`config.mk`:
```
export PLATFORM = sky130hd
export DESIGN_NAME = mvau_inp_buf_ctrl
export DESIGN_NICKNAME = d
export VERILOG_FILES = /design/src/rtl/mvau_inp_buf_ctrl_pkg.sv /design/src/rtl/mvau_inp_buf_ctrl_wrap_cnt.sv /design/src/rtl/mvau_inp_buf_ctrl.sv
export SDC_FILE = /design/constraint.sdc
export NUM_CORES = 1
export LEC_CHECK = 0
export BUFFER_PORTS_ARGS = -buffer_cell sky130_fd_sc_hd__buf_2
export CAP_MARGIN = 25
export CORE_AREA = 2 2 39 41
export DETAILED_ROUTE_END_ITERATION = 12
export DIE_AREA = 0 0 41 43
export SLEW_MARGIN = 30
export SYNTH_ARGS = -nofsm -noshare
export SYNTH_HDL_FRONTEND = slang
export SYNTH_HIERARCHICAL = 1
export SYNTH_SLANG_ARGS = --single-unit
```
`constraint.sdc`:
```
create_clock -name i_clk -period 4.35 [get_ports i_clk]
set_clock_uncertainty 0.1 [all_clocks]
set_input_delay 0.6525 -clock i_clk [delete_from_list [all_inputs] [get_ports i_clk]]
set_output_delay 0.6525 -clock i_clk [all_outputs]
set_load 0.02 [all_outputs]
```
`src/rtl/mvau_inp_buf_ctrl_pkg.sv`:
```
// Shared types and helpers for the MVAU input-buffer controller.
package mvau_inp_buf_ctrl_pkg;

    typedef enum logic {
        IBUF_WRITE = 1'b0,
        IBUF_READ  = 1'b1
    } mvau_ibuf_state_t;

    // $clog2 clamped to a minimum of 1 so single-entry counters still get a bit.
    function automatic int clog2c(input int n);
        return (n <= 1) ? 1 : $clog2(n);
    endfunction

endpackage

```
`src/rtl/mvau_inp_buf_ctrl_wrap_cnt.sv`:
```
// Modulo-MAX wrapping counter with a last-count flag; used for the sf and nf folds.
module mvau_wrap_cnt
    import mvau_inp_buf_ctrl_pkg::*;
#(
    parameter int MAX = 4,
    parameter int W   = clog2c(MAX)
) (
    input  logic         i_clk,
    input  logic         i_rst_n,
    input  logic         i_en,
    output logic [W-1:0] o_cnt,
    output logic         o_last
);

    localparam logic [W-1:0] LAST = W'(MAX - 1);

    logic [W-1:0] r_cnt;

    always_ff @(posedge i_clk) begin
        if (!i_rst_n) begin
            r_cnt <= '0;
        end else if (i_en) begin
            r_cnt <= (r_cnt == LAST) ? '0 : r_cnt + 1'b1;
        end
    end

    assign o_cnt  = r_cnt;
    assign o_last = (r_cnt == LAST);

endmodule

```
`src/rtl/mvau_inp_buf_ctrl.sv`:
```
// MVAU input activation buffer sequencer: stores and forwards one vector, then replays it NF-1 times.
// Optional stall-cycle counter port enabled by defining MVAU_IBUF_PERF_EN.
module mvau_inp_buf_ctrl
    import mvau_inp_buf_ctrl_pkg::*;
#(
    parameter int TI      = 16,
    parameter int MatrixW = 20,
    parameter int MatrixH = 20,
    parameter int SIMD    = 2,
    parameter int PE      = 2,
    localparam int SF       = MatrixW / SIMD,
    localparam int NF       = MatrixH / PE,
    localparam int BUF_ADDR = clog2c(SF),
    localparam int NF_W     = clog2c(NF)
) (
    input  logic                i_clk,
    input  logic                i_rst_n,
    input  logic                i_in_v,
    output logic                o_in_rdy,
    input  logic                i_out_rdy,
    output logic                o_out_v,
    output logic                o_buf_wr_en,
    output logic                o_buf_rd_en,
    output logic [BUF_ADDR-1:0] o_buf_addr,
    output logic                o_sf_last,
    output logic                o_nf_last
`ifdef MVAU_IBUF_PERF_EN
    ,
    output logic [31:0]         o_perf_stall_cnt
`endif
);

    if ((MatrixW % SIMD) != 0 || (MatrixH % PE) != 0 || TI < 1) begin : g_cfg_err
        $error("mvau_inp_buf_ctrl: MatrixW/SIMD and MatrixH/PE must divide evenly, TI >= 1");
    end

    mvau_ibuf_state_t  r_state;
    mvau_ibuf_state_t  w_state_nxt;
    logic              w_adv;
    logic [NF_W-1:0]   w_nf_cnt;
    logic              w_sf_last;
    logic              w_nf_last;

    assign w_adv = o_out_v & i_out_rdy;

    mvau_wrap_cnt #(.MAX(SF)) u_sf_cnt (
        .i_clk   (i_clk),
        .i_rst_n (i_rst_n),
        .i_en    (w_adv),
        .o_cnt   (o_buf_addr),
        .o_last  (w_sf_last)
    );

    mvau_wrap_cnt #(.MAX(NF)) u_nf_cnt (
        .i_clk   (i_clk),
        .i_rst_n (i_rst_n),
        .i_en    (w_adv & w_sf_last),
        .o_cnt   (w_nf_cnt),
        .o_last  (w_nf_last)
    );

    always_ff @(posedge i_clk) begin
        if (!i_rst_n) begin
            r_state <= IBUF_WRITE;
        end else begin
            r_state <= w_state_nxt;
        end
    end

    always_comb begin
        w_state_nxt = r_state;
        o_in_rdy    = 1'b0;
        o_out_v     = 1'b0;
        o_buf_wr_en = 1'b0;
        o_buf_rd_en = 1'b0;
        // Handshakes are held low while in reset so nothing is taken or emitted.
        if (i_rst_n) begin
            case (r_state)
                IBUF_WRITE: begin
                    o_in_rdy    = i_out_rdy;
                    o_out_v     = i_in_v;
                    o_buf_wr_en = i_in_v & i_out_rdy;
                end
                IBUF_READ: begin
                    o_out_v     = 1'b1;
                    o_buf_rd_en = 1'b1;
                end
                default: ;
            endcase
        end
        // The last word of the last pass returns to WRITE; any other vector end replays.
        if (o_out_v && i_out_rdy && w_sf_last) begin
            w_state_nxt = w_nf_last ? IBUF_WRITE : IBUF_READ;
        end
    end

    assign o_sf_last = w_sf_last;
    assign o_nf_last = w_nf_last;

`ifdef MVAU_IBUF_PERF_EN
    logic [31:0] r_perf_stall_cnt;

    always_ff @(posedge i_clk) begin
        if (!i_rst_n) begin
            r_perf_stall_cnt <= '0;
        end else if (!w_adv && (r_perf_stall_cnt != 32'hFFFF_FFFF)) begin
            r_perf_stall_cnt <= r_perf_stall_cnt + 32'd1;
        end
    end

    assign o_perf_stall_cnt = r_perf_stall_cnt;
`endif

endmodule

```
==> flow_summary.json, run 1 <==
{
  "grt_pass1_vias": 388,
  "avgViaCountPerCell": 4.84,
  "ys_seq_area_share_pct": 39.1,
  "critPathArrivalTime_ns": 1.41,
  "p_leak_nw": 0.240,
  "cellInternalPower_w": 0.000123,
  "synth_cells": 52,
  "cpMaxStageDelayCell": "nor3b_1",
  "power_w": 0.000161,
  "startpoint_type": "input pin",
  "tightest_slew_ns": 0.453,
  "ir_drop_uv": 140,
  "maxCapViolCount": 0,
  "core_um2": 1380,
  "yosys_warnings": 6,
  "endpoint_kind": "primary output",
  "drc": 0,
  "crit_end": "o_buf_wr_en",
  "cp.required_ns": 3.60,
  "seq_power_share_pct": 52.3,
  "cts_tree": "built",
  "reg2reg_slack_ns": 2.46,
  "path_common_cell": "buf_2",
  "rr_endpoint": "u_nf_cnt/o_cnt[1]$_SDFFE_PN0P_",
  "grt_remaining_overflow": 0,
  "slowest_delay_ns": 0.22,
  "period_share_pct": 49.6,
  "dr_total_vias": 411,
  "synth_cell_types": 18,
  "clk_pin_slew_ns": 0.06,
  "worstRegToRegCells": 5,
  "hold_slack_ns": 0.405,
  "gr-usage-met1_pct": 15.2,
  "worstReg2RegStart": "u_sf_cnt/o_cnt[1]$_SDFFE_PN0P_",
  "dp_hpwl_um": 727,
  "comb_power_share_pct": 7.4,
  "drt_iter0_markers": 3,
  "path_buf_inv": 2,
  "diodes": 0,
  "cts_root_buf": "clkbuf_4",
  "wire_per_inst_um": 11.4,
  "clkPwrFrac_pct": 40.2,
  "rsz0062_at_grt": "no",
  "io_pins": 14,
  "routed_wl_um": 967,
  "hold_viol": 0,
  "cpLargestDelayFamily": "buffers and inverters",
  "grt_pass1_wl_um": 1620,
  "final_common_cell": "buf_2",
  "grt_max_degree": 14,
  "path_max_fanout": 13,
  "crit_cells": 4,
  "use_met3_pct": 7.85,
  "syn_area_um2": 460,
  "synth_fp_nets": 56,
  "die_h_um": 43,
  "drtAntennaViolNets": 0,
  "path_cells": "buf_2 -> nand2_1 -> nor3b_1 -> buf_2",
  "fill_cells": 154,
  "drive_gt1_share_pct": 33.3,
  "setup_violations": 0,
  "status": "finished clean",
  "p_sw_w": 0.0000383,
  "cp-startpoint": "i_rst_n",
  "placement_rows": 14,
  "multi_input_area_um2": 269,
  "cts_setup_buffers": 0,
  "cts.htree.levels": 1,
  "fin_crit_ns": 2.16,
  "ctsHoldBuffers": 0,
  "relSlewSlack_pct": 69.7,
  "finalSetupTns_ns": 0,
  "power.density_nw_per_um2": 281,
  "synthToLayoutAreaGrowth_pct": 24.2,
  "gr-max-usage-layer": "met2",
  "grt_usage_pct": 14.1,
  "ctsResizeCount": 0,
  "path_class": "input pin to primary output",
  "slew_viol_final": 0,
  "nets": 74,
  "most-common-layout-cells": "buf_2 (13), nand2_1 (9), dfxtp_1 (9), nor2_1 (4), and2_1 (4)",
  "dieArea_um2": 1760,
  "swShare_pct": 23.8,
  "syn-mean-instance-area_um2": 8.85,
  "dr.pass1.iters": 4,
  "ys_seq_elements": 9,
  "port_buffers": 13,
  "die_w_um": 41,
  "hp-class": "flop to flop",
  "clk_path_buf_depth": 2,
  "start_util_pct": 33.3,
  "globalplace.congestion": 0.783,
  "grt_util_met2_pct": 20.6,
  "cts_buffers": 3,
  "antenna_found_initial": 0,
  "max_freq_mhz": 463,
  "clkSinkCount": 9,
  "final-seq-area_um2": 180,
  "insertion_delay_ns": 0.26
}
==> logic make-up (layout without fill, tap and decap cells) <==
family | Yosys count | after routing | synth area share [%]
xor+xnor | 4 | 4 | 7.61
mux | 2 | 2 | 4.89
buf+inv | 3 | 20 | 2.45
simple gates | 24 | 24 | 30.7
flops | 9 | 9 | 39.1
compound gates | 10 | 10 | 15.2
==> routing by layer <==
metal | vias to the layer above | wire [µm] | part of all wire (%)
met5 | - | 0 | 0
met4 | 0 | 10 | 1.0
met3 | 2 | 61 | 6.3
met2 | 13 | 449 | 46
met1 | 182 | 446 | 46
li1 | 214 | - | -
==> state kept, by name, summed over array words and instances, names as in the netlist <==
signal          flops
r_state             1
u_sf_cnt/o_cnt      4
u_nf_cnt/o_cnt      4
==> stage by stage <==
| stage | cells | instance area, µm² | util [%] | worst slack [ns] |
|---|---|---|---|---|
| after global placement | 81 | 546 | 39.4 | 2.20 |
| after CTS | 85 | 572 | 41.3 | 2.18 |
| final | 85 | 572 | 41.3 | 2.19 |
| after detailed placement | 81 | 546 | 39.4 | 2.19 |
| after floorplan | 52 | 460 | - | 2.32 |
| after global routing | 85 | 572 | 41.3 | 2.10 |
==> area by class of cell <==
cell class	instances	share of cell area (%)
flip-flops and latches	9	31.5
multi-input cells	40	47.0
well taps	16	3.50
repair buffers	13	11.4
inverters	3	1.97
clock buffers	4	4.60
==> synth_stat cells <==
library cell | n | area share, %
nor3b_1 | 2 | 3.3
nor2_1 | 4 | 3.3
a21boi_1 | 2 | 3.3
nand2_1 | 9 | 7.3
and4bb_2 | 2 | 5.4
a311oi_1 | 1 | 1.9
xor2_1 | 2 | 3.8
xnor2_1 | 2 | 3.8
a21oi_1 | 2 | 2.2
inv_1 | 3 | 2.4
o22ai_1 | 2 | 2.7
and2_1 | 4 | 5.4
dfxtp_1 | 9 | 39
mux2_2 | 2 | 4.9
a211o_1 | 2 | 3.8
nand3_2 | 2 | 4.3
and2_2 | 1 | 1.6
a31oi_1 | 1 | 1.4
==> worst min-delay path, cell delays in order (launching register included) <==
cell and delay (ns):
dfxtp_1 0.33, nand2_1 0.06, o22ai_1 0.07
==> power by group through the flow <==
stage	Combinational [W]	Clock [W]	Sequential, W
CTS	0.0000120	0.0000694	0.0000841
global route	0.0000135	0.0000714	0.0000843
global placement	0.0000117	0	0.0000860
finish	0.0000120	0.0000648	0.0000842
detailed placement	0.0000120	0	0.0000860
floorplan	0.00000547	0	0.0000867
==> worst min-delay path by stage <==
stage	start	to	slack, ns	cells after the start
2_1_floorplan	u_nf_cnt/o_cnt[3]$_SDFFE_PN0P_	u_nf_cnt/o_cnt[3]$_SDFFE_PN0P_	0.37	2
3_3_place_gp	u_nf_cnt/o_cnt[3]$_SDFFE_PN0P_	u_nf_cnt/o_cnt[3]$_SDFFE_PN0P_	0.40	2
3_5_place_dp	u_nf_cnt/o_cnt[3]$_SDFFE_PN0P_	u_nf_cnt/o_cnt[3]$_SDFFE_PN0P_	0.40	2
4_1_cts	u_nf_cnt/o_cnt[3]$_SDFFE_PN0P_	u_nf_cnt/o_cnt[3]$_SDFFE_PN0P_	0.41	2
5_1_grt	u_nf_cnt/o_cnt[3]$_SDFFE_PN0P_	u_nf_cnt/o_cnt[3]$_SDFFE_PN0P_	0.45	2
6_report	u_nf_cnt/o_cnt[3]$_SDFFE_PN0P_	u_nf_cnt/o_cnt[3]$_SDFFE_PN0P_	0.41	2
Power figures use the tool's default switching activity.
==> run 2: changes to the inputs <==
- ABC_AREA: unset -> 1
- clock period: 4.35 -> 2.1 ns (I/O delays scaled with it)
==> run 2 against run 1 <==
Net effect:
- routed wire length grew 0.62%
- global-route usage shrank 0.22 points
- non-clock buffer count is the same
- count of clock-buffer cells in the layout is the same
- worst setup slack lost 1.8 ns
- critical path type is now flop to primary output
- largest cell class unchanged
==> flow_summary.json, run 2 <==
{
  "antenna_found_initial": 0,
  "path_buf_inv": 2,
  "hold_slack_ns": 0.285,
  "drive_gt1_share_pct": 31.6,
  "period_share_pct": 82.2,
  "path_cells": "inv_1 -> nor3_1 -> buf_2",
  "yosysTopAreaCellShare_pct": 35.9,
  "worstRegToRegCells": 9,
  "grt_max_degree": 13,
  "avgViaCountPerCell": 4.44,
  "synth_cell_types": 15,
  "io_pins": 14,
  "ctsResizeCount": 0,
  "dieArea_um2": 1760,
  "clkSinkCount": 9,
  "relSlewSlack_pct": 75.1,
  "die_w_um": 41,
  "max_freq_mhz": 579,
  "ctsHoldBuffers": 0,
  "ys_seq_area_share_pct": 35.9,
  "syn-mean-instance-area_um2": 6.43,
  "cpMaxStageDelayCell": "dfxtp_1",
  "yosysTopAreaCell": "dfxtp_1",
  "core_um2": 1380,
  "dr_total_vias": 493,
  "insertion_delay_ns": 0.25,
  "hold_end": "r_state$_SDFFE_PN0P_",
  "globalplace.congestion": 0.832,
  "fill_cells": 156,
  "grt_pass1_wl_um": 1710,
  "cts_tree": "built",
  "rsz0062_at_grt": "no",
  "cts_buffers": 3,
  "synthTopCellsByCount": "nand2_1 (18), inv_1 (13), nor2_1 (10)",
  "dr.pass1.iters": 3,
  "maxCapViolCount": 0,
  "grt_remaining_overflow": 0,
  "clk_pin_slew_ns": 0.06,
  "ys_seq_elements": 9,
  "path_class": "flop to primary output",
  "status": "finished clean",
  "routed_wl_um": 973,
  "grt_pass1_vias": 446,
  "endpoint_kind": "primary output",
  "diodes": 0,
  "drtAntennaViolNets": 0,
  "ir_drop_uv": 317,
  "reg2reg_slack_ns": 0.45,
  "clk_path_buf_depth": 2,
  "cts_setup_buffers": 0,
  "synth_area_leaders": "dfxtp_1 (36%), nand2_1 (13%), inv_1 (9.7%)",
  "finalSetupTns_ns": 0,
  "rr_endpoint": "u_nf_cnt/o_cnt[3]$_SDFFE_PN0P_",
  "placement_rows": 14,
  "final-seq-area_um2": 180,
  "wire_per_inst_um": 8.77,
  "grt_usage_pct": 13.9,
  "slew_viol_final": 0,
  "start_util_pct": 36.3,
  "p_leak_nw": 0.335,
  "hp-class": "input pin to flop",
  "nets": 100,
  "cp.required_ns": 1.68,
  "synth-edff-count": 0,
  "cpLargestDelayFamily": "flip-flops",
  "synth-async-reset-ratio_pct": 0,
  "min_delay_path_depth": 3,
  "worstReg2RegStart": "u_sf_cnt/o_cnt[0]$_SDFFE_PN0P_",
  "synth_most_common_cell": "nand2_1",
  "port_buffers": 13,
  "synthToLayoutAreaGrowth_pct": 22.2,
  "path_max_fanout": 5,
  "critPathArrivalTime_ns": 1.31,
  "cts.htree.levels": 1,
  "synth_cells": 78,
  "multi_input_area_um2": 250,
  "post-route-cell-area_um2": 613,
  "synth_ff_type": "dfxtp_1",
  "yosys_warnings": 6,
  "fin_crit_ns": 1.73,
  "setup_violations": 0,
  "placed_cell_area_um2": 587,
  "power.density_nw_per_um2": 545,
  "hold_start": "i_rst_n",
  "most-common-layout-cells": "nand2_1 (18), inv_1 (13), buf_2 (13), nor2_1 (10), dfxtp_1 (9)",
  "final_common_cell": "nand2_1",
  "cts_root_buf": "clkbuf_4",
  "die_h_um": 43,
  "startpoint_type": "flop",
  "synth_fp_nets": 82,
  "dp_hpwl_um": 770,
  "slowest_delay_ns": 0.39,
  "drt_iter0_markers": 8,
  "drc": 0,
  "tightest_slew_ns": 0.370,
  "hold_viol": 0,
  "syn_area_um2": 502
}
run 2: cell types whose count changed after synthesis, moves of 4 or more:
cell     delta
nand2_1     +9
inv_2       +6
nand3_1     +4
and2_1      -4
inv_1      +10
nor2_1      +6
run 2: worst register-to-register path: stages, from the launching register on:
cell	delay, ns
dfxtp_1	0.39
inv_1	0.07
nor3_1	0.35
nand3_2	0.13
inv_1	0.11
nand2_1	0.10
nor2_4	0.11
nand3_1	0.08
nand2_1	0.07
nor2_1	0.04
run 2: power by group:
| group | total (W) | switching, W | internal (W) |
|---|---|---|---|
| clock | 0.000133 | 0.0000599 | 0.0000731 |
| combinational | 0.0000275 | 0.0000184 | 0.00000915 |
| sequential | 0.000174 | 0.00000165 | 0.000172 |
run 2: cells by family after synthesis:
| family | share of synthesized area, % |
|---|---|
| AOI/OAI and AO/OA | 7.48 |
| buffers and inverters | 14.2 |
| DFF | 35.9 |
| and+or+nand+nor | 42.4 |
run 2: layout make-up:
cell class | instances | share of cell area, %
clock buffer | 4 | 4.29
inverter | 19 | 11.6
multi-input combinational | 50 | 40.8
sequential | 9 | 29.4
tap | 16 | 3.27
timing repair buffer | 13 | 10.6
run 2: metal layers:
metal  wire length [µm]  up-vias  global-route usage (%)
met4                 15        0                    8.00
met2                397       10                    18.4
met5                  0        -                       0
li1                   -      273                       -
met1                515      208                    19.7
met3                 44        2                    3.14
run 2: metrics by stage:
| stage | util (%) | total power (W) | setup slack, ns | instances |
|---|---|---|---|---|
| after floorplan | - | 0.000193 | 0.0784 | 78 |
| after global placement | 42.4 | 0.000205 | 0.528 | 107 |
| after detailed placement | 42.4 | 0.000205 | 0.465 | 107 |
| after CTS | 44.3 | 0.000339 | 0.371 | 111 |
| after global routing | 44.3 | 0.000351 | 0.258 | 111 |
| final | 44.3 | 0.000334 | 0.373 | 111 |
run 2: how the worst max path moves through the flow:
stage                                              start                             end  slack [ns]  cells past startpoint
final                     u_sf_cnt/o_cnt[0]$_SDFFE_PN0P_                       o_sf_last        0.37                      3
after global routing      u_sf_cnt/o_cnt[0]$_SDFFE_PN0P_  u_nf_cnt/o_cnt[3]$_SDFFE_PN0P_        0.26                      9
after CTS                 u_sf_cnt/o_cnt[0]$_SDFFE_PN0P_                       o_sf_last        0.37                      3
after detailed placement  u_sf_cnt/o_cnt[0]$_SDFFE_PN0P_  u_nf_cnt/o_cnt[3]$_SDFFE_PN0P_        0.47                      9
after global placement    u_sf_cnt/o_cnt[0]$_SDFFE_PN0P_  u_nf_cnt/o_cnt[3]$_SDFFE_PN0P_        0.53                      9
after floorplan           u_sf_cnt/o_cnt[0]$_SDFFE_PN0P_  u_nf_cnt/o_cnt[3]$_SDFFE_PN0P_        0.08                      9
==> run 3: changes to the inputs <==
- ABC_AREA: 1 -> 0
- clock period: 2.1 -> 1.6 ns (I/O delays scaled with it)
==> run 3 against run 2 <==
Net effect:
- highest routed layer unchanged
- largest power group unchanged
- largest cell class unchanged
- clock power grew 37%
- worst setup slack lost 0.34 ns
- core utilization grew 2.0 points
- critical path type is now flop to flop
- combinational power grew 35%
==> flow_summary.json, run 3 (synthesis results as in run 1) <==
{
  "dr.pass1.iters": 4,
  "status": "finished clean",
  "grt_pass1_wl_um": 1660,
  "slowest_delay_ns": 0.34,
  "setup_violations": 0,
  "core_um2": 1380,
  "path_cells": "and4bb_4 -> nor3b_4 -> nand3_2 -> mux2_4 -> o22ai_1",
  "avgViaCountPerCell": 5.02,
  "hold_slack_ns": 0.0935,
  "nets": 79,
  "dieArea_um2": 1760,
  "drive_gt1_share_pct": 47.3,
  "dp_slack_ns": 0.0127,
  "highest_layer": "met4",
  "clk_path_buf_depth": 2,
  "hold_viol": 0,
  "drt_iter0_markers": 6,
  "dp_hpwl_um": 730,
  "final-seq-area_um2": 188,
  "diodes": 0,
  "critPathArrivalTime_ns": 1.67,
  "p_leak_nw": 0.286,
  "worstReg2RegStart": "u_sf_cnt/o_cnt[1]$_SDFFE_PN0P_",
  "port_buffers": 13,
  "placement_rows": 14,
  "cts_buffers": 3,
  "synthToLayoutAreaGrowth_pct": 39.1,
  "startpoint_type": "flop",
  "met1_length_um": 464,
  "path_class": "flop to flop",
  "grt_max_degree": 13,
  "ctsHoldBuffers": 0,
  "endpoint_kind": "flop",
  "power.density_nw_per_um2": 697,
  "drtAntennaViolNets": 0,
  "hp-class": "input pin to flop",
  "slew_viol_final": 0,
  "io_pins": 14,
  "max_freq_mhz": 638,
  "cpMaxStageDelayCell": "and4bb_4",
  "insertion_delay_ns": 0.27,
  "start_util_pct": 33.3,
  "rsz0062_at_grt": "yes",
  "period_share_pct": 97.9,
  "cts_tree": "built",
  "grt_remaining_overflow": 0,
  "wire_per_inst_um": 11.2,
  "worst_slack_ns": 0.0337,
  "grt_usage_pct": 14.4,
  "path_buf_inv": 0,
  "die_w_um": 41,
  "multi_input_area_um2": 293,
  "tightest_slew_ns": 0.343,
  "globalplace.congestion": 0.720,
  "most-common-layout-cells": "buf_2 (13), nand2_1 (8), buf_4 (5), dfxtp_1 (5), and2_1 (4)",
  "cpLargestDelayFamily": "simple AND/OR/NAND/NOR gates",
  "dr_total_vias": 452,
  "hold_start": "i_out_rdy",
  "fin_crit_ns": 1.57,
  "die_h_um": 43,
  "antenna_found_initial": 0,
  "maxCapViolCount": 0,
  "cts.htree.levels": 1,
  "met3_length_um": 61,
  "final_common_cell": "buf_2",
  "cp.required_ns": 1.70,
  "routed_wl_um": 1010,
  "path_max_fanout": 3,
  "relSlewSlack_pct": 77.1,
  "drc": 0,
  "grt_pass1_vias": 397,
  "cts_root_buf": "clkbuf_4",
  "ir_drop_uv": 443,
  "met2_length_um": 473,
  "clk_pin_slew_ns": 0.07,
  "clkSinkCount": 9,
  "cp-startpoint": "u_sf_cnt/o_cnt[1]$_SDFFE_PN0P_",
  "fill_cells": 142
}
[run 3: cell types whose count changed in the layout (fill, tap and decap cells not counted), moves of 3 or more]
cell	delta
and2_1	+4
buf_4	+5
dfxtp_1	-4
dfxtp_2	+3
inv_1	-10
inv_2	-6
nand2_1	-10
nand3_1	-4
nand4_1	-3
nor2_1	-7
[run 3: final timing paths]
kind | to | slack (ns) | depth (start not counted)
setup / recovery | u_nf_cnt/o_cnt[3]$_SDFFE_PN0P_ | 0.03 | 5
hold / removal | r_state$_SDFFE_PN0P_ | 0.09 | 2
setup reg to reg | u_nf_cnt/o_cnt[3]$_SDFFE_PN0P_ | 0.03 | 5
hold reg to reg | u_sf_cnt/o_cnt[3]$_SDFFE_PN0P_ | 0.41 | 2
[run 3: where the power goes]
| group | internal, W | leakage, nW | switching, W |
|---|---|---|---|
| clock | 0.0000963 | 0.0150 | 0.0000858 |
| combinational | 0.0000136 | 0.197 | 0.0000236 |
| sequential | 0.000225 | 0.0749 | 0.00000242 |
[run 3: metal layers]
| layer | vias up | GRT usage [%] |
|---|---|---|
| li1 | 227 | - |
| met1 | 213 | 16.8 |
| met2 | 10 | 20.0 |
| met3 | 2 | 9.42 |
| met4 | 0 | 6.00 |
| met5 | - | 0 |
[run 3: cell type report]
| class | count | share of cell area (%) |
|---|---|---|
| Multi-Input combinational cell | 40 | 45.7 |
| Clock buffer | 4 | 4.10 |
| Sequential cell | 9 | 29.3 |
| Tap cell | 16 | 3.13 |
| Timing Repair Buffer | 18 | 16.0 |
| Inverter | 3 | 1.76 |
[run 3: per-stage QoR]
step	utilization, %	setup TNS [ns]	cells	instance area (µm²)	total power, W
after floorplan	-	-0.0146	52	483	0.000251
after global placement	42.1	0	83	583	0.000269
after detailed placement	42.1	0	83	583	0.000269
after CTS	44.0	0	87	609	0.000454
after global routing	46.3	-0.0165	90	641	0.000473
final	46.3	0	90	641	0.000446
[run 3: what timing repair did]
action	CTS	global route
resized for setup	0	3
endpoints found under the setup margin	0	4
setup buffers	0	3
